--- src/rtl/sync_dp_ram_pkg.sv ---
// Shared types and helpers for the sync_dp_ram block: controller state,
// read-during-write mode encodings and the address-width function.
package sync_dp_ram_pkg;

    // Controller state: CLEAR zeroes the array after reset, READY serves requests.
    typedef enum logic [0:0] {
        CLEAR = 1'b0,
        READY = 1'b1
    } state_t;

    // Same-address read-during-write behaviour.
    localparam int RDW_OLD = 0;   // read returns the contents before the write
    localparam int RDW_NEW = 1;   // read returns the freshly written lanes

    // Number of address bits needed for 'value' words (at least 1).
    function automatic int clog2(input int value);
        int bits;
        int rem;
        bits = 0;
        rem  = value - 1;
        while (rem > 0) begin
            bits = bits + 1;
            rem  = rem >> 1;
        end
        if (bits == 0) begin
            bits = 1;
        end
        return bits;
    endfunction

endpackage

--- src/rtl/sync_dp_ram_rdpipe.sv ---
// Read output pipeline: RD_LAT stages of valid/data. Valid bits clear on reset,
// so reads in flight when reset hits never surface. Each data stage only loads
// when its incoming valid is set, which makes the last stage hold its value
// between read returns.
module sync_dp_ram_rdpipe #(
    parameter int DATA_W = 8,
    parameter int RD_LAT = 1
) (
    input  logic              clk,
    input  logic              rst_n,
    input  logic              i_valid,
    input  logic [DATA_W-1:0] i_data,
    output logic              o_valid,
    output logic [DATA_W-1:0] o_data
);

    // Chain index 0 is the pipeline input, index RD_LAT the output.
    logic [RD_LAT:0]   w_vld_chain;
    logic [DATA_W-1:0] w_dat_chain [RD_LAT+1];

    assign w_vld_chain[0] = i_valid;
    assign w_dat_chain[0] = i_data;

    genvar gi;
    generate
        for (gi = 0; gi < RD_LAT; gi++) begin : g_stage
            logic              r_vld;
            logic [DATA_W-1:0] r_dat;

            // One pipeline stage: valid always advances, data advances only with valid.
            always_ff @(posedge clk or negedge rst_n) begin
                if (!rst_n) begin
                    r_vld <= 1'b0;
                    r_dat <= '0;
                end else begin
                    r_vld <= w_vld_chain[gi];
                    if (w_vld_chain[gi]) begin
                        r_dat <= w_dat_chain[gi];
                    end
                end
            end

            assign w_vld_chain[gi+1] = r_vld;
            assign w_dat_chain[gi+1] = r_dat;
        end
    endgenerate

    assign o_valid = w_vld_chain[RD_LAT];
    assign o_data  = w_dat_chain[RD_LAT];

endmodule

--- src/rtl/sync_dp_ram.sv ---
// Simple dual-port RAM with byte-lane write enables, selectable read latency
// and read-during-write mode. After reset the array is walked once and zeroed;
// requests are ignored while that clear runs (busy=1).
module sync_dp_ram
    import sync_dp_ram_pkg::*;
#(
    parameter  int DATA_W   = 8,
    parameter  int DEPTH    = 8,
    parameter  int RD_LAT   = 1,
    parameter  int RDW_MODE = RDW_OLD,
    localparam int ADDR_W   = clog2(DEPTH),
    localparam int NBE      = DATA_W / 8
) (
    input  logic              clk,
    input  logic              rst_n,
    input  logic              wr_en,
    input  logic [ADDR_W-1:0] wr_addr,
    input  logic [DATA_W-1:0] wr_data,
    input  logic [NBE-1:0]    wr_be,
    input  logic              rd_en,
    input  logic [ADDR_W-1:0] rd_addr,
    output logic [DATA_W-1:0] rd_data,
    output logic              rd_valid,
    output logic              busy
);

    // DEPTH widened by one bit so the range compare also works when DEPTH
    // is an exact power of two.
    localparam logic [ADDR_W:0]   DEPTH_X   = (ADDR_W + 1)'(DEPTH);
    localparam logic [ADDR_W-1:0] LAST_ADDR = ADDR_W'(DEPTH - 1);

    state_t            r_state;
    logic [ADDR_W-1:0] r_clr_cnt;

    logic              w_ready;
    logic              w_wr_in_range;
    logic              w_rd_in_range;
    logic              w_wr_go;
    logic              w_rd_go;
    logic [ADDR_W-1:0] w_rd_idx;
    logic [DATA_W-1:0] w_rd_word;

    assign w_ready       = (r_state == READY);
    assign busy          = ~w_ready;
    assign w_wr_in_range = ({1'b0, wr_addr} < DEPTH_X);
    assign w_rd_in_range = ({1'b0, rd_addr} < DEPTH_X);
    assign w_wr_go       = w_ready & wr_en & w_wr_in_range;
    // Out-of-range reads still return a (zero) word, so only READY gates them.
    assign w_rd_go       = w_ready & rd_en;
    // Keep the array index inside the declared range; the data is zeroed anyway.
    assign w_rd_idx      = w_rd_in_range ? rd_addr : '0;

    // Clear sequencer: walk 0..DEPTH-1 once after reset, then stay in READY.
    always_ff @(posedge clk or negedge rst_n) begin
        if (!rst_n) begin
            r_state   <= CLEAR;
            r_clr_cnt <= '0;
        end else if (r_state == CLEAR) begin
            if (r_clr_cnt == LAST_ADDR) begin
                r_state   <= READY;
                r_clr_cnt <= '0;
            end else begin
                r_clr_cnt <= r_clr_cnt + 1'b1;
            end
        end
    end

    // One 8-bit array per byte lane so each lane has its own write enable.
    genvar gi;
    generate
        for (gi = 0; gi < NBE; gi++) begin : g_lane
            logic [7:0] r_lane [DEPTH];
            logic [7:0] w_old;
            logic [7:0] w_new;

            // Lane write port: clear writes zero, READY writes honour the lane enable.
            always_ff @(posedge clk) begin
                if (!w_ready) begin
                    r_lane[r_clr_cnt] <= 8'h00;
                end else if (w_wr_go && wr_be[gi]) begin
                    r_lane[wr_addr] <= wr_data[8*gi +: 8];
                end
            end

            assign w_old = w_rd_in_range ? r_lane[w_rd_idx] : 8'h00;

            if (RDW_MODE == RDW_NEW) begin : g_wt
                // Write-through: an enabled lane being written to the same
                // address this edge forwards the new byte.
                assign w_new = (w_wr_go && wr_be[gi] && (wr_addr == rd_addr)) ?
                               wr_data[8*gi +: 8] : w_old;
            end else begin : g_ro
                assign w_new = w_old;
            end

            assign w_rd_word[8*gi +: 8] = w_new;
        end
    endgenerate

    sync_dp_ram_rdpipe #(
        .DATA_W (DATA_W),
        .RD_LAT (RD_LAT)
    ) u_rdpipe (
        .clk     (clk),
        .rst_n   (rst_n),
        .i_valid (w_rd_go),
        .i_data  (w_rd_word),
        .o_valid (rd_valid),
        .o_data  (rd_data)
    );

endmodule

--- config.mk ---
export PLATFORM = sky130hd
export DESIGN_NAME = sync_dp_ram
export DESIGN_NICKNAME = d
export VERILOG_FILES = /design/src/rtl/sync_dp_ram_pkg.sv /design/src/rtl/sync_dp_ram_rdpipe.sv /design/src/rtl/sync_dp_ram.sv
export SDC_FILE = /design/constraint.sdc
export NUM_CORES = 1
export LEC_CHECK = 0
export CAP_MARGIN = 0
export CELL_PAD_IN_SITES_DETAIL_PLACEMENT = 1
export CELL_PAD_IN_SITES_GLOBAL_PLACEMENT = 1
export CORE_MARGIN = 1.5
export CORE_UTILIZATION = 47
export DETAILED_ROUTE_END_ITERATION = 10
export PLACE_DENSITY = 0.88
export SYNTH_ARGS = -nofsm -noshare
export SYNTH_HDL_FRONTEND = slang
export SYNTH_SLANG_ARGS = --single-unit
--- constraint.sdc ---
create_clock -name clk -period 2.2 [get_ports clk]
set_input_delay 0.44 -clock clk [delete_from_list [all_inputs] [get_ports clk]]
set_output_delay 0.44 -clock clk [all_outputs]
set_load 0.005 [all_outputs]
Word level (Yosys, flattened, before mapping)
Memories as Yosys holds them, arrays and structs flattened. A register that Yosys moved wholly into a read port is not among the register bits.
Index checks and enable logic that the tools add are counted.
W data, S select, Z words.
{ "totals": {"reg_bits": 5, "ram_bits": 64, "inputBits": 19, "out_inout_bits": 10, "elab_cells": 22, "mem_count": 1} }
{ "memory_table": {"columns": ["memory", "words", "word_bits", "read_ports", "rd_clocked_by_memory_dff", "write_ports", "line_no", "source"], "rows": [
  ["g_lane[0].r_lane", 8, 8, 1, 1, 1, "sync_dp_ram.sv:72", "logic [7:0] r_lane [DEPTH];"]
]} }
{ "classes": {"addsub": 1, "n_eq_ne": 1, "n_mux": 10, "bitwise_logic": 3, "reduce_logical": 3} }
{ "ops": {"columns": ["cell", "count"], "rows": [
  ["$mux W8", 1],
  ["$reduce_or A8 Y1", 1],
  ["$mux W1", 7],
  ["$mux W3", 2],
  ["$add A3 B1 Y3 const B", 1],
  ["$eq A3 B3 Y1 const B", 1],
  ["$and A1 B1 Y1", 2],
  ["$logic_and A1 B1 Y1", 1],
  ["$logic_not A1 Y1", 1],
  ["$not A1 Y1", 1]
]} }

Depth between registers and ports, before layout
Gate-level depths: netlist (run 1).
{ "depth": {"ltp_word": 7, "mapped_depth": 5, "depth_no_buf": 4} }

Cells and area by module
Synthesis (run 1) repeated with hierarchy kept, for this count alone.
{ "hier_totals": {"cells_unflattened": 156, "area_unflattened_um2": 3203.1} }
{ "modules_own_cells": {"columns": ["mod", "instances", "cells_per_inst", "area_each_um2", "seq_area_each_um2"], "rows": [
  ["sync_dp_ram", 1, 138, 2846.5, 2021.9],
  ["sync_dp_ram_rdpipe", 1, 18, 356.6, 225.2]
]} }

Worst setup path before layout (run 1)
OpenSTA, ideal clock, no wires.
{ "synth_path": {"kind": "register to register", "from": "register r_state", "to": "memory g_lane[0].r_lane[0][0], enable pin", "setup_ns": 0.383, "arrival_ns": 1.646, "t_required_ns": 1.817, "setup_slack_ns": 0.171, "path_stages_with_launch": 5, "path_buffers": 1, "synth_period_minus_slack_ns": 2.029, "cell_sequence": "dfrtp_1 buf_6 and3_4 mux2_2 nor3_1"} }
{ "synth_via": {"elab_chain_len": 7, "elab_cells_between_ends": 9, "cone_classes": "mux: 6; bitwise: 1; reduce/logical: 2"} }
{ "synth_lines": {"columns": ["item", "line_no", "source"], "rows": [
  ["from (decl)", "sync_dp_ram.sv:32", "state_t r_state;"],
  ["from (signal assigned)", "sync_dp_ram.sv:56", "r_state <= CLEAR;"],
  ["from (signal assigned)", "sync_dp_ram.sv:60", "r_state <= READY;"],
  ["$and A1 B1 Y1", "sync_dp_ram.sv:47", "assign w_wr_go = w_ready & wr_en & w_wr_in_range;"],
  ["$logic_and A1 B1 Y1", "sync_dp_ram.sv:80", "end else if (w_wr_go && wr_be[gi]) begin"],
  ["$mux W1", "sync_dp_ram.sv:80", null],
  ["$mux W1", "sync_dp_ram.sv:78", "if (!w_ready) begin"],
  ["$mux W1 (implied by the code)", "sync_dp_ram.sv:81", "r_lane[wr_addr] <= wr_data[8*gi +: 8];"],
  ["$reduce_or A8 Y1 (no line)", null, null],
  ["$mux W3 (no line) / $mux W1 (equally long branches)", null, null],
  ["to (decl)", "sync_dp_ram.sv:72", null]
]} }
Parallel ways exist; a longest one is shown, timed or not.

Final worst setup path (run 1)
{ "layout_path": {"from": "input wr_be", "to": "memory g_lane[0].r_lane[0][7], enable pin"} }
{ "layout_via": {"elab_chain_len": 6, "elab_cells_between_ends": 7, "cone_classes": "mux: 5; reduce/logical: 2"} }
{ "layout_lines": {"columns": ["item", "line_no", "source"], "rows": [
  ["from (decl)", "sync_dp_ram.sv:19", "input logic [NBE-1:0] wr_be,"],
  ["$logic_and A1 B1 Y1 (*)", "sync_dp_ram.sv:80", null],
  ["$mux W1 (*)", "sync_dp_ram.sv:80", null],
  ["$mux W1 (*)", "sync_dp_ram.sv:78", null],
  ["$mux W1 (implied by the code) (*)", "sync_dp_ram.sv:81", null],
  ["$reduce_or A8 Y1 (no line)", null, null],
  ["$mux W3 (no line) / $mux W1 (equally long branches)", null, null]
]} }
Mark *: on every way between the ends. The rest lies on a longest branch, timed or not.

==> flow_summary_export.csv, run 1 <==
group,metric,value,unit
clock_tree,clkSlewWorstSetupHoldPaths,0.08,ns
synthesis,ys_types,30,
placement,port_buffers,28,
clock_tree,cts_buffer_depth,2,
timing,min_period,1.98,ns
placement,place_hpwl,4.51,mm
timing,maxClockFrequency,504,MHz
synthesis,synth_seq_cells,77,
final_layout,layout_common_cells,"64 x edfxtp_1, 28 x clkdlybuf4s50_1, 18 x mux2i_1, 18 x mux2_2",
placement,dp_cells,299,
final_layout,regArea,2250,µm²
power_and_ir_drop,p_seq_share,53.5,%
power_and_ir_drop,leakage,1.50,nW
final_layout,syn_to_final_growth,18.8,%
floorplanning,start_util,49.4,%
critical_path,crit_required,2.25,ns
floorplanning,core,6460,µm²
critical_path,crit_chain,"clkdlybuf4s50_1, and3_4, mux2_2, nor3_1, buf_4",
power_and_ir_drop,switchingPower,0.000621,W
flow_run,drv_cap,0,
clock_tree,ctsResizeCount,0,
synthesis,yosysWarnings,0,
timing,finalHoldViolCount,0,
global_route,antenna_found_initial,0,
floorplanning,std_cell_rows,29,
timing,tns,0,ns
route,viasPerCell,5.57,
global_route,grt_max_degree,33,
timing,grt_setup_unrepaired,"no",
global_route,grtUsageTotal,19.5,%
floorplanning,dieArea,7300,µm²
synthesis,synth_area_leaders,"edfxtp_1 60%, dfrtp_1 10%, mux2_2 6.3%",
timing,drv_slew,0,
power_and_ir_drop,vdd_ir_drop_max,0.421,mV
critical_path,slowest_stage,"clkdlybuf4s50_1",
placement,place_congestion,0.819,
route,wl_per_cell,20.3,µm
worst_hold_path,hold_class,"reg -> reg",
power_and_ir_drop,switching_share,20.7,%
global_route,grt_overflow,0,
synthesis,synth_area,3190,µm²
timing,setup_violations,0,
final_layout,fin_nets,254,
critical_path,cp_slowest_stage_delay,0.50,ns
power_and_ir_drop,p_comb_share,7.4,%
final_layout,final_common_cell,"edfxtp_1",
run_status,status,"complete, but fails checks",
clock_tree,cts_sinks,77,
power_and_ir_drop,clkPwrFrac,39.1,%
final_layout,fin_cells,315,
final_layout,final_area,3790,µm²
clock_tree,hold_buffers,0,
floorplanning,io_pins,29,
global_route,first_global_vias,1895,
run_status,violations,"DRC",
power_and_ir_drop,p_total,0.00300,W
clock_tree,cts_max_level,3,
critical_path,critPathKind,"in -> reg",
route,vias,1754,
critical_path,cp_num_buf_inv,2,
synthesis,syn_area_per_cell,16.9,µm²
route,route.detailed.drc,4,
timing,worst_pin_slew,0.695,ns
clock_tree,clockRootBuffer,"clkbuf_8",
route,dr.first_iter.drc_count,99,
critical_path,crit_family,"buffers and inverters",
clock_tree,postCtsSetupRepairBufs,0,
final_layout,final.fill_count,624,
final_layout,final_core_util,58.8,%
route,firstDrtPassIters,7,
power_and_ir_drop,p_int,0.00238,W
critical_path,arrival,2.04,ns
synthesis,yosysSeqAreaShare,70.4,%
clock_tree,cts_tree,"done",
synthesis,synth.top_cell.area_share,60.2,%
critical_path,critical_path.startpoint_type,"input pin",
final_layout,drive_gt1_share,21.8,%
timing,finalCritPeriodShare,90.2,%
timing,max-slew-margin-rel,53.5,%
critical_path,crit_fanout,8,
final_layout,multi_input_area,822,µm²
clock_tree,clk_latency,0.35,ns
timing,fin_worst_skew,0.00667,ns
placement,placed_area,3570,µm²
route,ant_nets,0,
route,wirelength,6.39,mm
synthesis,syn-num-nets,210,
critical_path,critical_path.endpoint_type,"flip-flop",
global_route,grt_pass1_wl,10.2,mm
power_and_ir_drop,power_density,791,nW/µm²
final_layout,diodes,0,
floorplanning,dieWidth,85.4,µm
floorplanning,die_h,85.4,µm
clock_tree,numCtsBuffers,9,
synthesis,yosysTopAreaCell,"edfxtp_1",
synthesis,syn_inst,189,
[Yosys cell counts, drive strengths merged]
cell           instances
nand2b                 1
nor3                   8
ha                     2
and2                   8
or2                    1
edfxtp                64
a22o                   8
clkbuf                 3
o21ai                  1
nand3b                 1
clkdlybuf4s18          1
nand2                 11
a21o                   1
nor2b                  2
a41oi                  1
and3                   1
mux2i                 18
dfrtp                 13
nor2                   1
inv                    2
mux2                  20
o31ai                  8
buf                    5
o22ai                  8
[metal layers]
metal | up-vias | part of all wire, % | global-route usage (%)
li1 | 817 | - | -
met1 | 885 | 42 | 23.5
met2 | 39 | 52 | 33.1
met3 | 13 | 2.8 | 3.60
met4 | 0 | 2.6 | 10.9
met5 | - | 0 | 0
[logic make-up after synthesis]
logic type | after synthesis | share of synthesized area, %
compound gates | 27 | 6.47
fa+ha+maj | 2 | 0.784
buf+inv | 11 | 3.88
flops | 77 | 70.4
mux | 38 | 12.8
simple gates | 34 | 5.68
[metrics by stage]
| step | setup WS, ns | hold WS [ns] |
|---|---|---|
| after detailed placement | -0.140 | 0.473 |
| final | 0.216 | 0.482 |
| after floorplan | 0.171 | 0.144 |
| after global placement | -0.0221 | 0.465 |
| after global routing | 0.192 | 0.522 |
| after CTS | 0.227 | 0.491 |
[tightest hold or removal path: cells and delay by family (launching register included)]
| family | cells | cell delay (ns) |
|---|---|---|
| simple gates | 1 | 0.05 |
| compound gates | 1 | 0.06 |
| flops | 1 | 0.34 |
[flip-flops by register name, summed over array words and instances (netlist names)]
name	cells
u_rdpipe.o_valid	1
r_state	1
u_rdpipe.o_data	8
r_clr_cnt	3
g_lane.r_lane	64
[power by group through the flow]
stage | clock [W] | combinational (W) | sequential (W)
after floorplan | 0 | 0.000116 | 0.00164
after global placement | 0 | 0.000214 | 0.00164
after detailed placement | 0 | 0.000223 | 0.00164
after CTS | 0.00120 | 0.000224 | 0.00161
after global routing | 0.00124 | 0.000238 | 0.00161
final | 0.00118 | 0.000221 | 0.00161
[final timing paths]
path / from / end / slack (ns) / depth (start not counted)
min in group asynchronous: rst_n / u_rdpipe.o_data[1] / 0.50 / 1
min reg2reg: u_rdpipe.o_data[5] / u_rdpipe.o_data[5] / 0.48 / 2
min: u_rdpipe.o_data[5] / u_rdpipe.o_data[5] / 0.48 / 2
max: wr_be / g_lane[0].r_lane[0][7] / 0.22 / 5
max in group asynchronous: rst_n / r_state / 1.25 / 1
max reg2reg: r_state / g_lane[0].r_lane[0][7] / 0.45 / 4
[final cells by class]
| type | count | share of cell area (%) |
|---|---|---|
| Clock buffer | 10 | 3.63 |
| Clock inverter | 6 | 2.27 |
| Inverter | 2 | 0.198 |
| Multi-Input combinational cell | 101 | 21.7 |
| Sequential cell | 77 | 59.2 |
| Tap cell | 77 | 2.54 |
| Timing Repair Buffer | 42 | 10.5 |
Power figures use the tool's default switching activity.
==> run 2: changes to the inputs <==
--- a/config.mk
+++ b/config.mk
@@ -11,7 +11,8 @@
 export CORE_MARGIN = 1.5
 export CORE_UTILIZATION = 47
 export DETAILED_ROUTE_END_ITERATION = 10
-export PLACE_DENSITY = 0.88
+export PLACE_DENSITY_LB_ADDON = 0.2
+export SKIP_CTS_REPAIR_TIMING = 1
 export SYNTH_ARGS = -nofsm -noshare
 export SYNTH_HDL_FRONTEND = slang
 export SYNTH_SLANG_ARGS = --single-unit
==> run 2 against run 1 <==
The run still ends with DRC left. Non-clock buffer count unchanged. Sequential power about the same. Design area down 0.86%. Global-route usage up 1.2 points. Combinational power up 2%. Clock-buffer cell count up 1. Power down 4.9%. Clock skew up 0.0010 ns. Fmax up 2.6%. Die area unchanged. Critical path type unchanged. Largest power group unchanged.
==> flow_summary_export.csv, run 2 (synthesis results as in run 1) <==
group,metric,value,unit
run_status,status,"complete, but fails checks",
run_status,violations,"DRC",
flow_run,drv_cap,0,
power_and_ir_drop,leakage,1.49,nW
power_and_ir_drop,p_total,0.00285,W
route,wirelength,7.02,mm
final_layout,largest_reg_flops,64,
critical_path,crit_fanout,8,
timing,fin_worst_skew,0.00767,ns
critical_path,reg2reg_from,"r_state",
route,vias,1769,
critical_path,critPathKind,"in -> reg",
route,route.detailed.drc,3,
clock_tree,cts_buffer_depth,2,
critical_path,cp-startpoint,"wr_be",
route,dr.first_iter.drc_count,77,
timing,maxClockFrequency,517,MHz
final_layout,final_common_cell,"edfxtp_1",
floorplanning,core,6460,µm²
placement,place_congestion,0.754,
critical_path,arrival,1.98,ns
critical_path,critical_path.endpoint_type,"flip-flop",
timing,worst_pin_slew,0.671,ns
route,ant_nets,0,
final_layout,layout_common_cells,"64 x edfxtp_1, 28 x clkdlybuf4s50_1, 18 x mux2i_1, 18 x mux2_2",
global_route,grt_max_degree,33,
critical_path,critical_path.endpoint,"g_lane[0].r_lane[3][2]",
timing,setup_violations,0,
final_layout,diodes,0,
clock_tree,cts_sinks,77,
final_layout,fin_cells,315,
floorplanning,std_cell_rows,29,
critical_path,critical_path.startpoint_type,"input pin",
final_layout,syn_to_final_growth,17.8,%
timing,min_period,1.93,ns
timing,whs,0.490,ns
route,viasPerCell,5.62,
placement,place_hpwl,5.08,mm
route,wl_per_cell,22.3,µm
clock_tree,clkSlewWorstSetupHoldPaths,0.07,ns
power_and_ir_drop,power_density,759,nW/µm²
clock_tree,cts_max_level,3,
timing,grt_setup_unrepaired,"no",
placement,dp_cells,299,
timing,finalCritPeriodShare,87.9,%
global_route,first_global_vias,1955,
final_layout,largest-register,"g_lane.r_lane",
final_layout,drive_gt1_share,21.8,%
worst_hold_path,hold_class,"reg -> reg",
placement,port_buffers,28,
timing,max-slew-margin-rel,55.1,%
clock_tree,numCtsBuffers,9,
global_route,grt_overflow,0,
route,firstDrtPassIters,9,
placement,placed_area,3570,µm²
timing,finalHoldViolCount,0,
final_layout,final.fill_count,610,
floorplanning,die_h,85.4,µm
critical_path,r2r_cells,4,
global_route,antenna_found_initial,0,
final_layout,final_area,3760,µm²
global_route,grtUsageTotal,20.7,%
timing,drv_slew,0,
critical_path,r2r_setup_slack,0.48,ns
floorplanning,start_util,49.4,%
critical_path,r2r-end,"g_lane[0].r_lane[3][2]",
power_and_ir_drop,vdd_ir_drop_max,0.516,mV
final_layout,fin_nets,254,
floorplanning,dieWidth,85.4,µm
clock_tree,cts_tree,"done",
clock_tree,clk_latency,0.34,ns
floorplanning,io_pins,29,
critical_path,crit_required,2.24,ns
clock_tree,clockRootBuffer,"clkbuf_8",
global_route,grt_pass1_wl,10.8,mm
floorplanning,dieArea,7300,µm²
[run 2: cell count changes in the layout (fill, tap and decap cells not counted), sizes merged]
| cell | previous run | this run |
|---|---|---|
| clkbuf | 10 | 11 |
| bufinv | 2 | 1 |
[run 2: area by class of cell]
| cell class | count | area, µm² | share of cell area, % |
|---|---|---|---|
| Clock buffer | 11 | 141 | 3.76 |
| Clock inverter | 5 | 50.0 | 1.33 |
| Inverter | 2 | 7.51 | 0.200 |
| Multi-Input combinational cell | 101 | 822 | 21.8 |
| Sequential cell | 77 | 2250 | 59.7 |
| Tap cell | 77 | 96.3 | 2.56 |
| Timing Repair Buffer | 42 | 398 | 10.6 |
[run 2: stage by stage]
| step | setup TNS, ns | setup slack [ns] | utilization, % |
|---|---|---|---|
| floorplan | 0 | 0.171 | - |
| global placement | -0.0617 | -0.00790 | 55.3 |
| detailed placement | -1.12 | -0.0768 | 55.3 |
| CTS | 0 | 0.277 | 58.3 |
| global route | 0 | 0.174 | 58.3 |
| finish | 0 | 0.266 | 58.3 |
[run 2: how the worst min path moves through the flow]
stage	start	depth (start not counted)	endpoint
finish	u_rdpipe.o_data[5]	2	u_rdpipe.o_data[5]
global route	rst_n	1	u_rdpipe.o_data[1]
CTS	u_rdpipe.o_data[5]	2	u_rdpipe.o_data[5]
detailed placement	u_rdpipe.o_data[5]	2	u_rdpipe.o_data[5]
global placement	u_rdpipe.o_data[5]	2	u_rdpipe.o_data[5]
floorplan	rst_n	0	r_clr_cnt[0]
[run 2: worst max-delay path, cell delays in order]
cell	delay [ns]
clkdlybuf4s50_1	0.48
and3_4	0.24
mux2_2	0.38
nor3_1	0.22
buf_4	0.22
[run 2: power by group]
part / internal, W / switching, W
combinational: 0.000117 / 0.000108
sequential: 0.00160 / 0.0000105
clock: 0.000548 / 0.000473
total: 0.00226 / 0.000592
[run 2: metal layers]
metal | part of all wire, % | vias to the layer above | GRT usage [%] | wire length, µm
li1 | - | 822 | - | -
met1 | 43 | 887 | 25.1 | 3010
met2 | 51 | 47 | 36.2 | 3600
met3 | 3.8 | 13 | 4.28 | 267
met4 | 2.0 | 0 | 8.36 | 138
met5 | 0 | - | 0 | 0
==> run 3: changes to the inputs <==
--- a/config.mk
+++ b/config.mk
@@ -5,11 +5,12 @@
 export SDC_FILE = /design/constraint.sdc
 export NUM_CORES = 1
 export LEC_CHECK = 0
+export ABC_CLOCK_PERIOD_IN_PS = 2200
 export CAP_MARGIN = 0
 export CELL_PAD_IN_SITES_DETAIL_PLACEMENT = 1
 export CELL_PAD_IN_SITES_GLOBAL_PLACEMENT = 1
 export CORE_MARGIN = 1.5
-export CORE_UTILIZATION = 47
+export CORE_UTILIZATION = 25
 export DETAILED_ROUTE_END_ITERATION = 10
 export PLACE_DENSITY_LB_ADDON = 0.2
 export SKIP_CTS_REPAIR_TIMING = 1
==> run 3 against run 2 <==
The run now ends clean. Critical path depth is the same. Final cell count rose by 31%. Global-route usage fell by 9.2 points. Worst setup slack worse by 0.012 ns. Clock-buffer cell count fell by 1. First-iteration DRC count fell by 22%. Wire length up 1.5%. Critical path type unchanged. Largest cell class unchanged. Highest routed layer unchanged.
==> flow_summary_export.csv, run 3 (synthesis results as in run 1) <==
group,metric,value,unit
route,wirelength,7.13,mm
final_layout,final_common_cell,"edfxtp_1",
run_status,status,"complete, no violations",
timing,finalHoldViolCount,0,
worst_hold_path,hold_class,"in -> async",
clock_tree,clkSlewWorstSetupHoldPaths,0.06,ns
global_route,grt_overflow,0,
timing,finalCritPeriodShare,88.5,%
power_and_ir_drop,p_seq_share,45.5,%
final_layout,drive_gt1_share,23.2,%
critical_path,critical_path.startpoint_type,"input pin",
floorplanning,die_h,116,µm
placement,place_hpwl,5.15,mm
final_layout,largest-register,"g_lane.r_lane",
floorplanning,io_pins,29,
route,route.detailed.drc,0,
timing,whs,0.422,ns
floorplanning,std_cell_rows,41,
final_layout,fin_nets,257,
global_route,grtUsageTotal,11.6,%
power_and_ir_drop,clkPwrFrac,48.0,%
timing,worst_pin_slew,0.624,ns
power_and_ir_drop,p_comb_share,6.5,%
critical_path,crit_required,2.24,ns
route,dr.first_iter.drc_count,60,
critical_path,critical_path.endpoint_type,"flip-flop",
global_route,antenna_found_initial,0,
critical_path,critPathKind,"in -> reg",
power_and_ir_drop,p_total,0.00354,W
final_layout,multi_input_area,822,µm²
global_route,grt_pass1_wl,10.9,mm
timing,min_period,1.95,ns
final_layout,regArea,2250,µm²
final_layout,syn_to_final_growth,27.2,%
power_and_ir_drop,p_int,0.00286,W
route,viasPerCell,4.14,
route,firstDrtPassIters,4,
power_and_ir_drop,leakage,1.56,nW
clock_tree,cts_tree,"done",
power_and_ir_drop,switching_share,19.2,%
floorplanning,start_util,25.5,%
route,wl_per_cell,17.3,µm
timing,maxClockFrequency,514,MHz
floorplanning,dieArea,13500,µm²
final_layout,layout_common_cells,"64 x edfxtp_1, 28 x clkdlybuf4s50_1, 18 x mux2i_1, 18 x mux2_2, 16 x buf_4",
placement,place_congestion,0.714,
placement,dpl_worst_slack,-0.0835,ns
placement,port_buffers,28,
critical_path,r2r_setup_slack,0.53,ns
final_layout,final.fill_count,1349,
clock_tree,cts_buffer_depth,2,
route,vias,1711,
clock_tree,clk_latency,0.33,ns
critical_path,arrival,1.98,ns
clock_tree,clockRootBuffer,"clkbuf_16",
timing,fin_worst_skew,0.00787,ns
timing,setup_violations,0,
power_and_ir_drop,switchingPower,0.000680,W
flow_run,drv_cap,0,
power_and_ir_drop,vdd_ir_drop_max,0.342,mV
timing,drv_slew,0,
clock_tree,cts_max_level,3,
timing,setup_slack,0.254,ns
final_layout,diodes,0,
timing,grt_setup_unrepaired,"no",
timing,max-slew-margin-rel,58.3,%
power_and_ir_drop,power_density,870,nW/µm²
clock_tree,numCtsBuffers,9,
final_layout,largest_reg_flops,64,
global_route,first_global_vias,1826,
floorplanning,core,12500,µm²
critical_path,crit_fanout,8,
floorplanning,dieWidth,116,µm
clock_tree,cts_sinks,77,
global_route,grt_max_degree,33,
route,ant_nets,0,
run 3: changes by cell type in the layout (fill, tap and decap cells not counted):
cell | previous run | this run
buf_4 | 13 | 16
bufinv_16 | 1 | 3
clkbuf_1 | 1 | 0
clkbuf_16 | 0 | 9
clkbuf_8 | 10 | 1
clkinv_2 | 4 | 1
clkinvlp_4 | 0 | 2
run 3: power by group through the flow:
stage	combinational (W)	clock, W	sequential (W)
6_report	0.000228	0.00170	0.00161
5_1_grt	0.000251	0.00178	0.00161
4_1_cts	0.000235	0.00174	0.00161
3_5_place_dp	0.000235	0	0.00164
3_3_place_gp	0.000233	0	0.00164
2_1_floorplan	0.000116	0	0.00164
run 3: routing by layer:
| metal | part of all wire (%) | routed length [µm] | GRT usage, % | vias to the layer above |
|---|---|---|---|---|
| met2 | 47 | 3340 | 18.4 | 31 |
| met4 | 2.3 | 167 | 5.20 | 0 |
| li1 | - | - | - | 825 |
| met5 | 0 | 0 | 0 | - |
| met3 | 3.1 | 222 | 2.82 | 11 |
| met1 | 48 | 3400 | 15.0 | 844 |
run 3: per-stage QoR:
stage / instances / TNS [ns] / cell area, µm² / utilization [%]
floorplan: 189 / 0 / 3190 / -
global placement: 397 / -2.19 / 3710 / 29.7
detailed placement: 397 / -3.40 / 3710 / 29.7
CTS: 413 / 0 / 4060 / 32.4
global route: 413 / 0 / 4060 / 32.4
finish: 413 / 0 / 4060 / 32.4
run 3: critical path: stages:
cell and delay, ns:
clkdlybuf4s50_1 0.50, and3_4 0.25, mux2_2 0.39, nor3_1 0.19, buf_4 0.20
run 3: final timing paths:
| kind | endpoint | cells past startpoint | startpoint |
|---|---|---|---|
| max | g_lane[0].r_lane[3][1] | 5 | wr_be |
| max in group asynchronous | u_rdpipe.o_data[5] | 2 | rst_n |
| min reg2reg | u_rdpipe.o_data[6] | 2 | u_rdpipe.o_data[6] |
| min | r_clr_cnt[0] | 2 | rst_n |
| max reg2reg | g_lane[0].r_lane[7][7] | 5 | r_state |
| min in group clk | u_rdpipe.o_data[6] | 2 | u_rdpipe.o_data[6] |
run 3: final cells by class:
| type | instances | area share (%) |
|---|---|---|
| Sequential cell | 77 | 55.3 |
| Multi-Input combinational cell | 101 | 20.2 |
| Timing Repair Buffer | 45 | 10.4 |
| Clock buffer | 10 | 5.88 |
| Tap cell | 172 | 5.30 |
| Clock inverter | 6 | 2.71 |
| Inverter | 2 | 0.185 |
